`src/rtl/best_pkg.sv`:
```
// Shared definitions for the best-track readout: word geometry, header layout,
// request record and FSM encoding.
package best_pkg;

  localparam int BEST_W  = 36;
  localparam int BEST_AW = 8;

  localparam logic [3:0] HDR_MARK = 4'hA;

  localparam int HDR_MARK_LSB  = 32;
  localparam int HDR_NUM_LSB   = 20;
  localparam int HDR_START_LSB = 12;
  localparam int HDR_LEN_LSB   = 4;

  typedef enum logic [1:0] {
    ST_IDLE,
    ST_HDR,
    ST_DATA
  } state_t;

  typedef struct packed {
    logic [11:0]        num;
    logic [BEST_AW-1:0] start;
    logic [BEST_AW-1:0] len;
  } req_t;

  function automatic logic [BEST_W-1:0] make_hdr(input req_t r);
    logic [BEST_W-1:0] w;
    w = '0;
    w[HDR_MARK_LSB  +: 4]       = HDR_MARK;
    w[HDR_NUM_LSB   +: 12]      = r.num;
    w[HDR_START_LSB +: BEST_AW] = r.start;
    w[HDR_LEN_LSB   +: BEST_AW] = r.len;
    return w;
  endfunction

endpackage

```
`src/rtl/best_skid.sv`:
```
// Two-entry skid buffer between the memory read port and the DAQ output.
// The output word is always taken from a register.
module best_skid
  import best_pkg::*;
(
  input  logic              clk,
  input  logic              rst,
  input  logic              in_valid,
  input  logic [BEST_W-1:0] in_data,
  input  logic              in_last,
  output logic [BEST_W-1:0] out_data,
  output logic              out_last,
  output logic              out_valid,
  input  logic              out_ready,
  output logic [1:0]        level
);

  logic [BEST_W-1:0] d0, d1;
  logic              l0, l1;
  logic [1:0]        cnt;
  logic              push, pop;

  assign pop       = out_valid && out_ready;
  assign push      = in_valid && ((cnt != 2'd2) || pop);
  assign out_valid = (cnt != 2'd0);
  assign out_data  = d0;
  assign out_last  = l0;
  assign level     = cnt;

  always_ff @(posedge clk) begin
    if (rst) begin
      d0  <= '0;
      d1  <= '0;
      l0  <= 1'b0;
      l1  <= 1'b0;
      cnt <= '0;
    end else begin
      if (pop) begin
        d0 <= d1;
        l0 <= l1;
      end
      // A push lands in slot 0 whenever slot 0 is (or is becoming) free.
      if (push) begin
        if ((cnt == 2'd0) || ((cnt == 2'd1) && pop)) begin
          d0 <= in_data;
          l0 <= in_last;
        end else begin
          d1 <= in_data;
          l1 <= in_last;
        end
      end
      cnt <= cnt + {1'b0, push} - {1'b0, pop};
    end
  end

endmodule

```
`src/rtl/best_readout.sv`:
```
// Read-side controller for the best-track ring memory: queues L1A windows,
// streams header + window data to the DAQ and protects pending windows via adb.
module best_readout
  import best_pkg::*;
#(
  parameter int L1A_DELAY = 100,
  parameter int QDEPTH    = 4
) (
  input  logic               clk,
  input  logic               rst,
  input  logic [BEST_AW-1:0] adw,
  input  logic [BEST_AW-1:0] wblock,
  input  logic               l1a,
  output logic [BEST_AW-1:0] adr,
  input  logic [BEST_W-1:0]  dr,
  output logic [BEST_AW-1:0] adb,
  output logic [BEST_W-1:0]  dout,
  output logic               dout_valid,
  output logic               dout_last,
  input  logic               dout_ready,
  output logic               busy,
  output logic               overflow,
  output logic [11:0]        l1a_cnt
);

  localparam int PW = $clog2(QDEPTH);
  localparam logic [BEST_AW-1:0] DLY = BEST_AW'(L1A_DELAY);

  req_t          q [QDEPTH];
  logic [PW-1:0] wp, rp, rp_next;
  logic [PW:0]   qcnt, qleft;
  logic          q_empty, q_full, push_q, pop_q;
  req_t          head;

  state_t state, state_n;

  logic [BEST_AW-1:0] rd_off;
  logic               rd_valid, rd_last;
  logic               acc, hdr_push, issue;
  logic [1:0]         level;
  logic [2:0]         occ, room;

  logic              sk_valid, sk_last;
  logic [BEST_W-1:0] sk_data;

  assign q_empty = (qcnt == '0);
  assign q_full  = (qcnt == (PW+1)'(QDEPTH));
  assign head    = q[rp];
  assign acc     = dout_valid && dout_ready;
  assign push_q  = l1a && !q_full;
  assign pop_q   = acc && dout_last && (state != ST_IDLE);
  assign rp_next = rp + PW'(pop_q);
  assign qleft   = qcnt - (PW+1)'(pop_q);

  assign hdr_push = (state == ST_IDLE) && !q_empty;

  // Occupancy counts this cycle's header push and output pop so that a read
  // can be issued every cycle while the output drains at full rate.
  assign occ   = {1'b0, level} + {2'b0, rd_valid} + {2'b0, hdr_push};
  assign room  = 3'd2 + {2'b0, acc};
  assign issue = !q_empty && (rd_off < head.len) && (occ < room);

  assign adr  = head.start + rd_off;
  assign busy = !q_empty || (state != ST_IDLE);

  assign sk_valid = hdr_push || rd_valid;
  assign sk_data  = hdr_push ? make_hdr(head) : dr;
  assign sk_last  = hdr_push ? (head.len == '0) : rd_last;

  always_comb begin
    state_n = state;
    case (state)
      ST_IDLE: if (!q_empty) state_n = ST_HDR;
      ST_HDR:  if (acc) state_n = dout_last ? ST_IDLE : ST_DATA;
      ST_DATA: if (acc && dout_last) state_n = ST_IDLE;
      default: state_n = ST_IDLE;
    endcase
  end

  always_ff @(posedge clk) begin
    if (rst) begin
      state    <= ST_IDLE;
      wp       <= '0;
      rp       <= '0;
      qcnt     <= '0;
      rd_off   <= '0;
      rd_valid <= 1'b0;
      rd_last  <= 1'b0;
      adb      <= '0;
      overflow <= 1'b0;
      l1a_cnt  <= '0;
      for (int unsigned i = 0; i < QDEPTH; i++) q[i] <= '0;
    end else begin
      state <= state_n;
      if (push_q) begin
        q[wp] <= '{num: l1a_cnt, start: adw - DLY, len: wblock};
        wp    <= wp + PW'(1);
      end
      rp   <= rp_next;
      qcnt <= qcnt + (PW+1)'(push_q) - (PW+1)'(pop_q);
      if (l1a) begin
        l1a_cnt <= l1a_cnt + 12'd1;
        if (q_full) overflow <= 1'b1;
      end
      if (pop_q)      rd_off <= '0;
      else if (issue) rd_off <= rd_off + 8'd1;
      rd_valid <= issue;
      rd_last  <= issue && ((rd_off + 8'd1) == head.len);
      // Protect the head window as seen after this cycle's push/pop.
      adb <= (qleft == '0) ? (adw - DLY) : q[rp_next].start;
    end
  end

  best_skid u_skid (
    .clk       (clk),
    .rst       (rst),
    .in_valid  (sk_valid),
    .in_data   (sk_data),
    .in_last   (sk_last),
    .out_data  (dout),
    .out_last  (dout_last),
    .out_valid (dout_valid),
    .out_ready (dout_ready),
    .level     (level)
  );

endmodule

```
`config.mk`:
```
export PLATFORM = sky130hd
export DESIGN_NAME = best_readout
export DESIGN_NICKNAME = d
export VERILOG_FILES = /design/src/rtl/best_pkg.sv /design/src/rtl/best_skid.sv /design/src/rtl/best_readout.sv
export SDC_FILE = /design/constraint.sdc
export NUM_CORES = 1
export LEC_CHECK = 0
export ABC_AREA = 1
export CORE_MARGIN = 3
export CORE_UTILIZATION = 35
export DETAILED_ROUTE_END_ITERATION = 8
export GPL_ROUTABILITY_DRIVEN = 0
export HOLD_SLACK_MARGIN = 0.08
export PLACE_DENSITY_LB_ADDON = 0.2
export SYNTH_ARGS = -nofsm -noshare
export SYNTH_HDL_FRONTEND = slang
export SYNTH_SLANG_ARGS = --single-unit
```
`constraint.sdc`:
```
create_clock -name clk -period 6.88 [get_ports clk]
set_clock_uncertainty 0.2 [all_clocks]
set_input_delay 1.376 -clock clk [delete_from_list [all_inputs] [get_ports clk]]
set_output_delay 1.376 -clock clk [all_outputs]
set_load 0.03 [all_outputs]
```
# Word-level counts from Yosys, hierarchy flattened
# Memories as Yosys holds them, arrays and structs flattened. A register that Yosys moved wholly into a read port is not among the register bits.
# Cells that the tools add are included.
word_totals:
  elab_cells: 93
  inputBits: 56
  n_memories: 1
  out_inout_bits: 68
  ramBits: 112
  reg_bits: 116
op_classes:
  magnitude_cmp: 2
  n_mux: 23
  n_addsub: 14
  n_bitwise: 1
  n_eq_ne: 9
  n_reduce_logical: 28
memory_table:
  columns: ["name", "words", "word_bits", "read_ports", "rd_ports_with_merged_regs", "wr", "line", "source"]
  rows:
  - ["q", 4, 28, 2, 1, 4, "best_readout.sv:29", "req_t q [QDEPTH];"]
op_table:
  columns: ["cell", "n"]
  rows:
  - ["$mux 36", 4]
  - ["$mux 28", 1]
  - ["$reduce_or 28->1", 1]
  - ["$add 12x1->12 const B", 1]
  - ["$mux 2", 6]
  - ["$logic_and 1x1->1", 10]
  - ["$mux 1", 10]
  - ["$add 8x1->8 const B", 1]
  - ["$add 8x8->8", 1]
  - ["$eq 8x8->1", 1]
  - ["$logic_not 8->1", 1]
  - ["$lt 8x8->1", 1]
  - ["$mux 8", 1]
  - ["$ne 2x2->1 const B", 4]
  - ["$sub 8x7->8 const B", 1]
  - ["$add 3x1->3", 2]
  - ["$logic_not 3->1", 2]
  - ["$pmux 2 s3", 1]
  - ["$sub 3x1->3", 2]
  - ["$add 2x1->2", 2]
  - ["$eq 2x1->1 const B", 2]
  - ["$logic_not 2->1", 2]
  - ["$logic_or 1x1->1", 4]
  - ["$reduce_and 2->1", 2]
  - ["other kinds (12)", 14]

# Longest topological paths before layout
# Gate-level depths: netlist of run 1.
logic_depth:
  word_depth: 8
  mapped_depth: 19
  mapped_depth_nobuf: 17

# Hierarchy
# From an unflattened synthesis of run 1, not the netlist that was laid out.
hier_totals:
  hier_cells: 1577
  hier_area_um2: 11875.1
modules_own_cells:
  columns: ["module", "area_each_um2", "cells_per_inst", "seq_area_each_um2", "instances"]
  rows:
  - ["best_readout", 8140.3, 987, 4164.0, 1]
  - ["best_skid", 3734.8, 590, 1521.5, 1]

# Worst setup path before layout of run 1
# OpenSTA, ideal clock, no wires.
synth_path:
  kind: "in2reg"
  start: "in rst"
  end: "mem q[3][0] (netlist name), enable pin"
  cell_stages: 6
  path_buffers: 2
  setup_time_ns: 0.448
  path_slack_ns: 2.379
  arrival_time_ns: 3.853
  required_time_ns: 6.232
  path_cell_list: "buf_2 -> inv_1 -> nand2_1 -> buf_4 -> nor2_1 -> nor3_1"
synth_lines:
  columns: ["element", "line", "source"]
  rows:
  - ["from (decl)", "best_readout.sv:10", "input logic rst,"]
  - ["to (decl)", "best_readout.sv:29", null]

==> summary.txt, run 1 <==
Drt
  – Mean routed wirelength per cell: 16.53 um
  – DRT iter0 DRCs: between 700 and 800
  – Antenna-violating nets left: 0
  – Avg Vias per Cell: 4.940
  – Drt first pass iters: 5
  – WL final: about 31000 um
  – DRC: 0
  – Vias after detailed routing: about 9300

Layout
  – Share of layout cells above drive strength 1: ~6.3%
  – Area grow syn2layout: 20.60%
  – N_diodes: 0
  – Nets: roughly 1600
  – Fillers: between 3000 and 4000
  – Finished Core Util: 43.47%

Critical path
  – Worst path slowest cell: clkdlybuf4s50_1
  – Worst-path fanout max: 52
  – Data arrival, critical path: between 4 and 5 ns
  – Slowest Stage Delay on Critical Path: ~0.74 ns
  – Most frequent CP cell: nand2_1
  – Critical path type: reg2out
  – Element type at the critical path end: primary output
  – Crit-path cells: inv_4 > nand2_1 > nand3_1 > nand2_1 > inv_1 > ha_1 > fa_1 > nand3_1 > nand2_1 > a21oi_1 > nor2_1 > nor2_1 > xnor2_1 > clkdlybuf4s50_1
  – Worst Path Required: approximately 5.3 ns
  – Startpoint Class: flop

STA
  – Max-slew headroom at the worst pin: about 18%
  – Period utilization: between 80 and 90%
  – Final setup vio count: 0
  – Slew Viols, Final: 0
  – Post-Route Hold Slack: between 0.2 and 0.25 ns
  – Max Clk Rate: approximately 180 MHz
  – Setup TNS: 0 ns
  – Least-Margin Pin Slew: between 1 and 1.5 ns
  – RSZ-0062 raised after global routing: no
  – Final hold violations: 0
  – Min Tclk post-route: approximately 5.6 ns

Synth
  – FF+latch count, synth: roughly 230
  – Ys async rst share: 0%
  – Synth Warn #: 0
  – Mapped Nets: roughly 1500
  – Most used DFF post-synth: dfxtp_1
  – Compound-cell area share of the yosys netlist: 12.88%
  – Syn Inst Count: around 1400
  – Adder-cell share of the synthesized area: 3.329%
  – Post-synth EDFFs: 112
  – Sequential-to-total area share from yosys stat: roughly half
  – Syn avg cell area: between 8 and 9 um^2
  – Largest family of logic cells by synthesized area: simple AND/OR/NAND/NOR gates
  – Synthesized area: 11200 um^2
  – Yosys cell types: 42
  – Simple-gate share of the synthesized area: roughly 22%
  – Mux cell area share after synthesis: less than 1%
  – XOR/XNOR Fraction of Synth Area: between 1 and 1.5%

Floorplanning
  – Initial core utilization: approximately 36%
  – Core area: approximately 31000 um^2
  – Die Ht: between 150 and 200 um
  – Die Wd: 184.9 um
  – Die area: between 30000 and 40000 um^2
  – Top-Level Pins: 124
  – Site row count: 64

Power and ir drop
  – Sequential share of power: 35.2%
  – Psw: 2070 uW
  – Leak: ~0.0055 uW
  – Power Total: between 5000 and 6000 uW
  – Maximum vdd ir drop: between 0.00015 and 0.0002 V
  – PD cells: 396.2 nW/um^2
  – Pint: around 3300 uW
  – Comb power frac: approximately 37%
  – Clock power share: between 20% and 30%
  – Switching share of power: 38.69%

CTS
  – Clock Pin Slew Worst Setup and Hold Paths: 0.06 ns
  – Clock Latency Late Sink: between 0.5 and 0.6 ns
  – Hold-fix buffers, CTS: 0
  – Num CTS Buffers: 26
  – Clock tree buffer depth: 3
  – Clk sink count: ~230
  – CTS resizes: 0
  – TritonCTS clock tree: done
  – CTS root buffer: clkbuf_16
  – H-tree depth: 1
  – Post-CTS setup buffer count: 0

Placement
  – DP HPWL: 21060 um
  – Buffers on Ports: between 100 and 150

Global routing
  – Overflow after GRT: 0
  – GRT Util Overall: 17.85%
  – First-pass GRT wire length: between 40000 and 50000 um
  – Largest net degree at the start of global routing: 93
  – Antenna violations before repair: 0
  – Vias in the first global route: between 8000 and 9000

Status
  – Outcome: finished, final reports clean

Run
  – Max Cap Viol: 0

Hold path
  – Worst min path class: reg2reg
-- area by class of cell --
class                   count  area (um^2)  area share [%]
clock buffers              40        797.0           5.901
flip-flops and latches    228         5687           42.10
clock inverters             8        117.6          0.8708
multi-input cells         930         4498           33.30
well taps                 396        495.5           3.668
inverters                 154        583.1           4.317
repair buffers            136         1329           9.838
-- final timing paths --
check / from / endpoint / slack [ns] / depth (start not counted)
setup reg to reg: rp[0] / rd_off[5] / 3.26 / 13
hold reg to reg: u_skid.d1[27] / u_skid.d1[27] / 0.25 / 2
hold / removal: u_skid.d1[27] / u_skid.d1[27] / 0.25 / 2
setup / recovery: rp[0] / adr[6] / 1.29 / 14
-- routing by layer --
layer | up-vias | global-route usage [%] | wire [um]
li1 | 4697 | - | -
met1 | 4345 | 25.52 | 14880
met2 | 267 | 28.50 | 14140
met3 | 38 | 2.533 | 1646
met4 | 0 | 4.742 | 614
met5 | - | 0 | 0
-- power by group through the flow --
stage | combinational, uW | sequential, uW | clock [uW]
after floorplan | 1300 | 2030 | 0
after global placement | 2000 | 1910 | 0
after detailed placement | 2020 | 1910 | 0
after CTS | 2030 | 1880 | 1490
after global routing | 2240 | 1910 | 1550
final | 2000 | 1890 | 1460
-- logic make-up after synthesis --
kind of cell,after synthesis
buffers and inverters,227
and+or+nand+nor,603
AOI/OAI and AO/OA,277
DFF,228
muxes,7
xor gates and xnor gates,15
adders and majority gates,28
-- placed cells by master, fill, tap and decap left out, types with 8 or more instances in the layout --
master | synthesis | layout
nand2_1 | 300 | 300
nor2_1 | 191 | 191
o21ai_0 | 145 | 145
inv_1 | 145 | 144
clkdlybuf4s50_1 | 0 | 123
dfxtp_1 | 116 | 115
edfxtp_1 | 112 | 112
a21oi_1 | 99 | 99
nand3_1 | 73 | 73
clkbuf_16 | 0 | 28
ha_1 | 25 | 25
buf_4 | 14 | 13
nor2_2 | 12 | 12
nor3_1 | 10 | 9
o22ai_1 | 9 | 9
xor2_1 | 9 | 9
inv_2 | 7 | 8
-- through the flow --
| stage | worst slack (ns) | cells | area [um^2] |
|---|---|---|---|
| 6_report | 1.293 | 1892 | 13510 |
| 5_1_grt | 1.025 | 1892 | 13510 |
| 4_1_cts | 1.313 | 1892 | 13510 |
| 3_5_place_dp | 1.900 | 1844 | 12590 |
| 3_3_place_gp | 1.965 | 1844 | 12590 |
| 2_1_floorplan | 2.379 | 1385 | 11200 |
-- Yosys cell counts, types with 4 or more instances --
cell type | n | area, um^2
nor3_1 | 10 | 50.05
edfxtp_1 | 112 | 3363
mux2i_1 | 7 | 70.07
a21oi_1 | 99 | 495.5
o21ai_1 | 7 | 35.03
inv_2 | 7 | 26.28
nand2_1 | 300 | 1126
nand3_1 | 73 | 365.4
buf_2 | 22 | 110.1
nor2_1 | 191 | 716.9
buf_4 | 14 | 105.1
o21ai_0 | 145 | 725.7
buf_1 | 5 | 18.77
ha_1 | 25 | 312.8
xor2_1 | 9 | 78.83
dfxtp_1 | 116 | 2322
clkbuf_1 | 20 | 75.07
xnor2_1 | 5 | 43.79
a21oi_2 | 4 | 35.03
o22ai_1 | 9 | 56.30
nand4_1 | 5 | 31.28
nor2_2 | 12 | 75.07
buf_6 | 11 | 123.9
inv_1 | 145 | 544.3
-- worst max-delay path: cells and delay by family (launching register included) --
family | cells | cell delay, ns
buf+inv | 3 | 1.15
flops | 1 | 0.70
simple gates | 7 | 0.69
fa+ha+maj | 2 | 0.61
xor+xnor | 1 | 0.18
compound gates | 1 | 0.14
-- sequential cells by signal, summed over array words and instances (netlist names), 3 cells and up --
register	count
rd_off	8
l1a_cnt	12
u_skid.d1	36
q	112
qcnt	3
adb	8
u_skid.out_data	36
No activity file was read; power rests on OpenSTA's default activity.
==> inputs of run 2 (changes only) <==
==> constraint.sdc (replaced) <==
create_clock -name clk -period 5.5 [get_ports clk]
set_clock_uncertainty 0.2 [all_clocks]
set_input_delay 1.1 -clock clk [delete_from_list [all_inputs] [get_ports clk]]
set_output_delay 1.1 -clock clk [all_outputs]
set_load 0.03 [all_outputs]
==> summary.txt, run 2 (synthesized netlist as in run 1, its figures left out) <==
Drt
  – Antenna-violating nets left: 0 (unchanged)
  – DRT iter0 DRCs: 704 (-3.8%)
  – Avg Vias per Cell: 4.903 (-0.75%)
  – WL final: 30890 um (-1.2%)
  – DRC: 0 (unchanged)
  – Drt first pass iters: 8 (+3)
  – Mean routed wirelength per cell: 16.31 um (-1.3%)
  – Vias after detailed routing: 9287 (-0.64%)

Critical path
  – Critical path type: reg2out
  – Slowest Stage Delay on Critical Path: 0.75 ns (about the same)
  – Worst Path Required: 4.20 ns (-1.10 ns)
  – R2r setup slk: 2.15 ns (-1.11 ns)
  – Data arrival, critical path: 3.91 ns (-0.10 ns)
  – Startpoint Class: flop
  – Crit-path cells: inv_4 > nand2_1 > nand3_1 > nand2_1 > inv_1 > ha_1 > fa_1 > nand3_1 > nand2_1 > a21oi_1 > nor2_1 > nor2_1 > xnor2_1 > clkdlybuf4s50_1
  – Worst-path fanout max: 52 (unchanged)
  – Element type at the critical path end: primary output
  – Most frequent CP cell: nand2_1
  – Worst path slowest cell: clkdlybuf4s50_1

Status
  – Outcome: finished, final reports clean

STA
  – RSZ-0062 raised after global routing: no
  – Min Tclk post-route: 5.211 ns
  – Final setup vio count: 0 (unchanged)
  – Slew Viols, Final: 0 (unchanged)
  – Period utilization: roughly 95%
  – Max Clk Rate: 191.9 MHz
  – Setup TNS: 0 ns (unchanged)
  – Final hold violations: 0 (unchanged)
  – Max-slew headroom at the worst pin: 21.61% (+4.0 points)
  – Least-Margin Pin Slew: 1.173 ns (-0.05939 ns)

Global routing
  – Vias in the first global route: 8764 (-0.11%)
  – Met1 Track Usage GR: 25.93% (+0.41 points)
  – First-pass GRT wire length: 48710 um (about the same)
  – Top Usage Layer GRT: met2
  – Antenna violations before repair: 0 (unchanged)
  – GRT met2 Usage: 28.24% (-0.26 points)
  – Largest net degree at the start of global routing: 93 (unchanged)
  – GR Util met3: 2.828% (+0.29 points)
  – Overflow after GRT: 0 (unchanged)
  – GRT Util Overall: 17.80% (-0.048 points)

CTS
  – CTS resizes: 0 (unchanged)
  – Clock Pin Slew Worst Setup and Hold Paths: 0.06 ns (about the same)
  – Hold-fix buffers, CTS: 0 (unchanged)
  – Post-CTS setup buffer count: 0 (unchanged)
  – Clock tree buffer depth: 3 (unchanged)
  – Num CTS Buffers: 26 (unchanged)
  – TritonCTS clock tree: done
  – H-tree depth: 1 (unchanged)
  – Clk sink count: 228 (unchanged)
  – CTS root buffer: clkbuf_16
  – Clock Latency Late Sink: 0.53 ns (about the same)

Floorplanning
  – Initial core utilization: 36.05% (unchanged)
  – Die Ht: 184.9 um (unchanged)
  – Core area: 31070 um^2 (unchanged)
  – Site row count: 64 (unchanged)
  – Top-Level Pins: 124 (unchanged)
  – Die area: 34180 um^2 (unchanged)
  – Die Wd: 184.9 um (unchanged)

Layout
  – Max FFs per register: 112 (unchanged)
  – Footprint of the multi-input gates: 4498 um^2 (unchanged)
  – Commonest cells after routing, fill and taps aside: nand2_1, nor2_1, o21ai_0
  – Most common cell after layout, fill and taps aside: nand2_1
  – Share of layout cells above drive strength 1: 5.941% (-0.34 points)
  – Fillers: 3128 (+1.7%)
  – Most flops, register: q
  – Nets: 1562 (+0.13%)
  – Area grow syn2layout: 19.56%
  – Register area: 5687 um^2 (unchanged)
  – N_diodes: 0 (unchanged)

Placement
  – DP HPWL: 20690 um (-1.7%)
  – Buffers on Ports: 123 (unchanged)

Power and ir drop
  – Leak: 0.005427 uW (-1.1%)
  – Maximum vdd ir drop: 0.0002706 V (+44%)
  – PD cells: 481.4 nW/um^2 (+21%)
  – Power Total: 6446 uW (+20%)

Hold path
  – Worst min path class: reg2reg

Run
  – Max Cap Viol: 0 (unchanged)
==> run 2: cell count changes in the layout (fill, tap and decap cells not counted), moves of 2 or more <==
cell       delta
clkinv_1      +8
clkbuf_16     -2
bufinv_16     -3
clkbuf_8      -4
==> run 2: layout make-up <==
type                    count  share of cell area [%]
clock buffers              32                   5.102
inverters                 154                   4.354
multi-input cells         930                   33.59
clock inverters            16                  0.6541
flip-flops and latches    228                   42.47
repair buffers            138                   10.13
well taps                 396                   3.700
==> run 2: final timing paths <==
check                 endpoint         start  depth (start not counted)
setup / recovery        adr[6]         rp[0]                         14
hold reg to reg   u_skid.d1[5]  u_skid.d1[5]                          2
setup reg to reg     rd_off[5]         rp[0]                         13
hold / removal    u_skid.d1[5]  u_skid.d1[5]                          2
==> run 2: routing by layer <==
layer | share of wire, % | vias up | wire, um
met5 | 0 | - | 0
li1 | - | 4703 | -
met2 | 45 | 271 | 13850
met1 | 47 | 4274 | 14580
met4 | 1.5 | 0 | 462
met3 | 6.5 | 39 | 2002
==> run 2: report_power, final <==
part           switching [uW]  internal (uW)  total, uW
Sequential                208           2150       2360
Combinational            1690            825       2510
Clock                     695            881       1580
==> run 2: worst max-delay path: cells and delay by family, from the launching register on <==
kind / cells / cell delay, ns
compound gates: 1 / 0.14
fa+ha+maj: 2 / 0.61
xor+xnor: 1 / 0.15
buf+inv: 3 / 1.14
flops: 1 / 0.67
simple gates: 7 / 0.65
==> run 2: per-stage QoR <==
| step | util [%] | cell area [um^2] | setup WS (ns) | hold slack [ns] | cells |
|---|---|---|---|---|---|
| 2_1_floorplan | - | 11200 | 1.275 | 0.2216 | 1385 |
| 3_3_place_gp | 40.62 | 12620 | 0.9331 | 0.2358 | 1846 |
| 3_5_place_dp | 40.62 | 12620 | 0.8651 | 0.2412 | 1846 |
| 4_1_cts | 43.10 | 13390 | 0.3007 | 0.2501 | 1894 |
| 5_1_grt | 43.10 | 13390 | 0.03029 | 0.2626 | 1894 |
| 6_report | 43.10 | 13390 | 0.2889 | 0.2445 | 1894 |
==> inputs of run 3 (changes only) <==
--- a/config.mk
+++ b/config.mk
@@ -7,11 +7,13 @@
 export LEC_CHECK = 0
 export ABC_AREA = 1
 export CORE_MARGIN = 3
-export CORE_UTILIZATION = 35
+export CORE_UTILIZATION = 50
+export CTS_CLUSTER_SIZE = 20
 export DETAILED_ROUTE_END_ITERATION = 8
 export GPL_ROUTABILITY_DRIVEN = 0
 export HOLD_SLACK_MARGIN = 0.08
 export PLACE_DENSITY_LB_ADDON = 0.2
+export SETUP_SLACK_MARGIN = 0.5
 export SYNTH_ARGS = -nofsm -noshare
 export SYNTH_HDL_FRONTEND = slang
 export SYNTH_SLANG_ARGS = --single-unit
==> summary.txt, run 3 (synthesized netlist as in run 1, its figures left out) <==
Global routing
  – Vias in the first global route: 8568 (-2.2%)
  – First-pass GRT wire length: 44400 um (-8.9%)
  – Largest net degree at the start of global routing: 93 (unchanged)
  – Overflow after GRT: 0 (unchanged)
  – GRT Util Overall: 22.33% (+4.5 points)
  – Antenna violations before repair: 0 (unchanged)

CTS
  – CTS root buffer: clkbuf_16
  – Hold-fix buffers, CTS: 0 (unchanged)
  – Clock Latency Late Sink: 0.51 ns (-0.02 ns)
  – Post-CTS setup buffer count: 0 (unchanged)
  – Clock Pin Slew Worst Setup and Hold Paths: 0.06 ns (about the same)
  – H-tree depth: 1 (unchanged)
  – Clk sink count: 228 (unchanged)
  – Num CTS Buffers: 24 (-7.7%)
  – TritonCTS clock tree: done
  – Clock tree buffer depth: 3 (unchanged)
  – CTS resizes: 0 (unchanged)

Power and ir drop
  – Comb power frac: 37.2% (-1.8 points)
  – Switching share of power: 37.99% (-2.2 points)
  – Leak: 0.005481 uW (+0.99%)
  – Clock power share: 27.2% (+2.8 points)
  – PD cells: 494.7 nW/um^2 (+2.8%)
  – Sequential share of power: 35.6% (-1.0 points)
  – Maximum vdd ir drop: 0.0002836 V (+4.8%)
  – Pint: 4094 uW (+6.1%)
  – Psw: 2508 uW (-3.1%)

Placement
  – DP HPWL: 18440 um (-11%)
  – DP Cell Count: 1729 (-6.3%)
  – Buffers on Ports: 123 (unchanged)

Layout
  – Most flops, register: q
  – Most common cell after layout, fill and taps aside: nand2_1
  – Fillers: 1897 (-39%)
  – Max FFs per register: 112 (unchanged)
  – Share of layout cells above drive strength 1: 6.162% (+0.22 points)
  – Non-filler cells, final: 1773 (-6.4%)
  – Area grow syn2layout: 19.17%
  – N_diodes: 0 (unchanged)
  – Commonest cells after routing, fill and taps aside: nand2_1, nor2_1, o21ai_0
  – Nets: 1559 (-0.19%)

Drt
  – Avg Vias per Cell: 5.281 (+7.7%)
  – Antenna-violating nets left: 0 (unchanged)
  – Drt first pass iters: 5 (-3)
  – Vias after detailed routing: 9364 (+0.83%)
  – DRT iter0 DRCs: 837 (+19%)
  – Mean routed wirelength per cell: 15.68 um (-3.9%)
  – WL final: 27790 um (-10%)
  – DRC: 0 (unchanged)

Floorplanning
  – Die area: 24230 um^2 (-29%)
  – Initial core utilization: 51.16% (+15 points)
  – Site row count: 54 (-16%)
  – Top-Level Pins: 124 (unchanged)
  – Die Wd: 155.7 um (-16%)
  – Die Ht: 155.7 um (-16%)
  – Core area: 21890 um^2 (-30%)

STA
  – Min Tclk post-route: 4.647 ns (-0.5637 ns)
  – Max Clk Rate: 215.2 MHz (+12%)
  – RSZ-0062 raised after global routing: no
  – Least-Margin Pin Slew: 1.143 ns (-0.02953 ns)
  – Period utilization: 84.50% (-10 points)
  – Max-slew headroom at the worst pin: 23.59% (+2.0 points)
  – Setup TNS: 0 ns (unchanged)
  – Final hold violations: 0 (unchanged)
  – Slew Viols, Final: 0 (unchanged)
  – Final setup vio count: 0 (unchanged)

Critical path
  – Reg-to-reg endpoint: rd_off[5]
  – RR Startpoint: rp[0]
  – Worst-path fanout max: 62 (+19%)
  – Crit. Startpoint: rp[0]
  – Data arrival, critical path: 3.35 ns (-0.56 ns)
  – Element type at the critical path end: primary output
  – R2r setup slk: 2.38 ns (+0.23 ns)
  – Critical path type: reg2out
  – Cells on worst reg2reg path: 13 (unchanged)
  – Worst Path Required: 4.20 ns (about the same)
  – Startpoint Class: flop

Run
  – Max Cap Viol: 0 (unchanged)

Hold path
  – Cell depth of the worst min-delay path: 2 (unchanged)
  – Hold Crit Start: u_skid.d1[8]
  – Worst min path class: reg2reg
  – Hold EP: u_skid.d1[8]

Status
  – Outcome: finished, final reports clean
-- run 3: changes by cell type in the layout (fill, tap and decap cells not counted) --
cell / previous run / this run
dlymetal6s2s_1: 0 / 1
buf_6: 0 / 1
clkinv_8: 1 / 0
clkinv_1: 8 / 3
buf_4: 14 / 13
clkinvlp_2: 0 / 1
clkbuf_16: 26 / 25
bufinv_16: 0 / 6
clkbuf_1: 5 / 2
inv_8: 0 / 1
buf_12: 1 / 0
clkinv_2: 5 / 3
clkdlybuf4s50_1: 123 / 122
-- run 3: power groups by stage --
| stage | Sequential [uW] | Clock, uW | Combinational, uW |
|---|---|---|---|
| after floorplan | 2540 | 0 | 1620 |
| after global placement | 2380 | 0 | 2420 |
| after detailed placement | 2380 | 0 | 2450 |
| after CTS | 2350 | 1820 | 2470 |
| after global routing | 2380 | 1900 | 2730 |
| final | 2350 | 1800 | 2450 |
-- run 3: per-stage QoR --
step           area, um^2  hold slack (ns)  setup slack, ns  util [%]  power [uW]
2_1_floorplan       11200           0.2216            1.275         -        4161
3_3_place_gp        12450           0.2332            1.238     56.89        4800
3_5_place_dp        12450           0.2404            1.155     56.89        4834
4_1_cts             13340           0.2493           0.5997     60.94        6636
5_1_grt             13350           0.2621           0.5659     60.97        7012
6_report            13350           0.2482           0.8526     60.97        6603
-- run 3: worst max path at each step --
stage,slack (ns),to,cells after the start
3_5_place_dp,1.16,adr[6],14
3_3_place_gp,1.24,adr[6],14
2_1_floorplan,1.27,q[3][0],6
4_1_cts,0.60,adr[6],14
5_1_grt,0.57,adr[7],12
6_report,0.85,adr[7],11
-- run 3: area by class of cell --
| cell class | count | area [um^2] | share of cell area (%) |
|---|---|---|---|
| inverter | 154 | 583.1 | 4.369 |
| timing repair buffer | 137 | 1343 | 10.06 |
| clock buffer | 28 | 646.9 | 4.847 |
| sequential | 228 | 5687 | 42.61 |
| tap | 280 | 350.3 | 2.625 |
| clock inverter | 16 | 239.0 | 1.791 |
| multi-input combinational | 930 | 4498 | 33.70 |
-- run 3: worst max-delay path: stages, from the launching register on --
cell and delay (ns):
dfxtp_2 0.37, buf_6 0.37, o21ai_0 0.17, nand2_1 0.14
inv_1 0.06, ha_1 0.33, a21oi_1 0.16, nand2_1 0.12
nand4_1 0.09, o211ai_1 0.10, xor2_1 0.18, clkdlybuf4s50_1 0.70
-- run 3: per-layer routing --
metal / up-vias / global-route usage [%] / routed length (um)
met1: 4288 / 33.24 / 12780
met2: 338 / 34.91 / 12560
li1: 4703 / - / -
met4: 0 / 4.960 / 408
met3: 35 / 3.190 / 2044
met5: - / 0 / 0
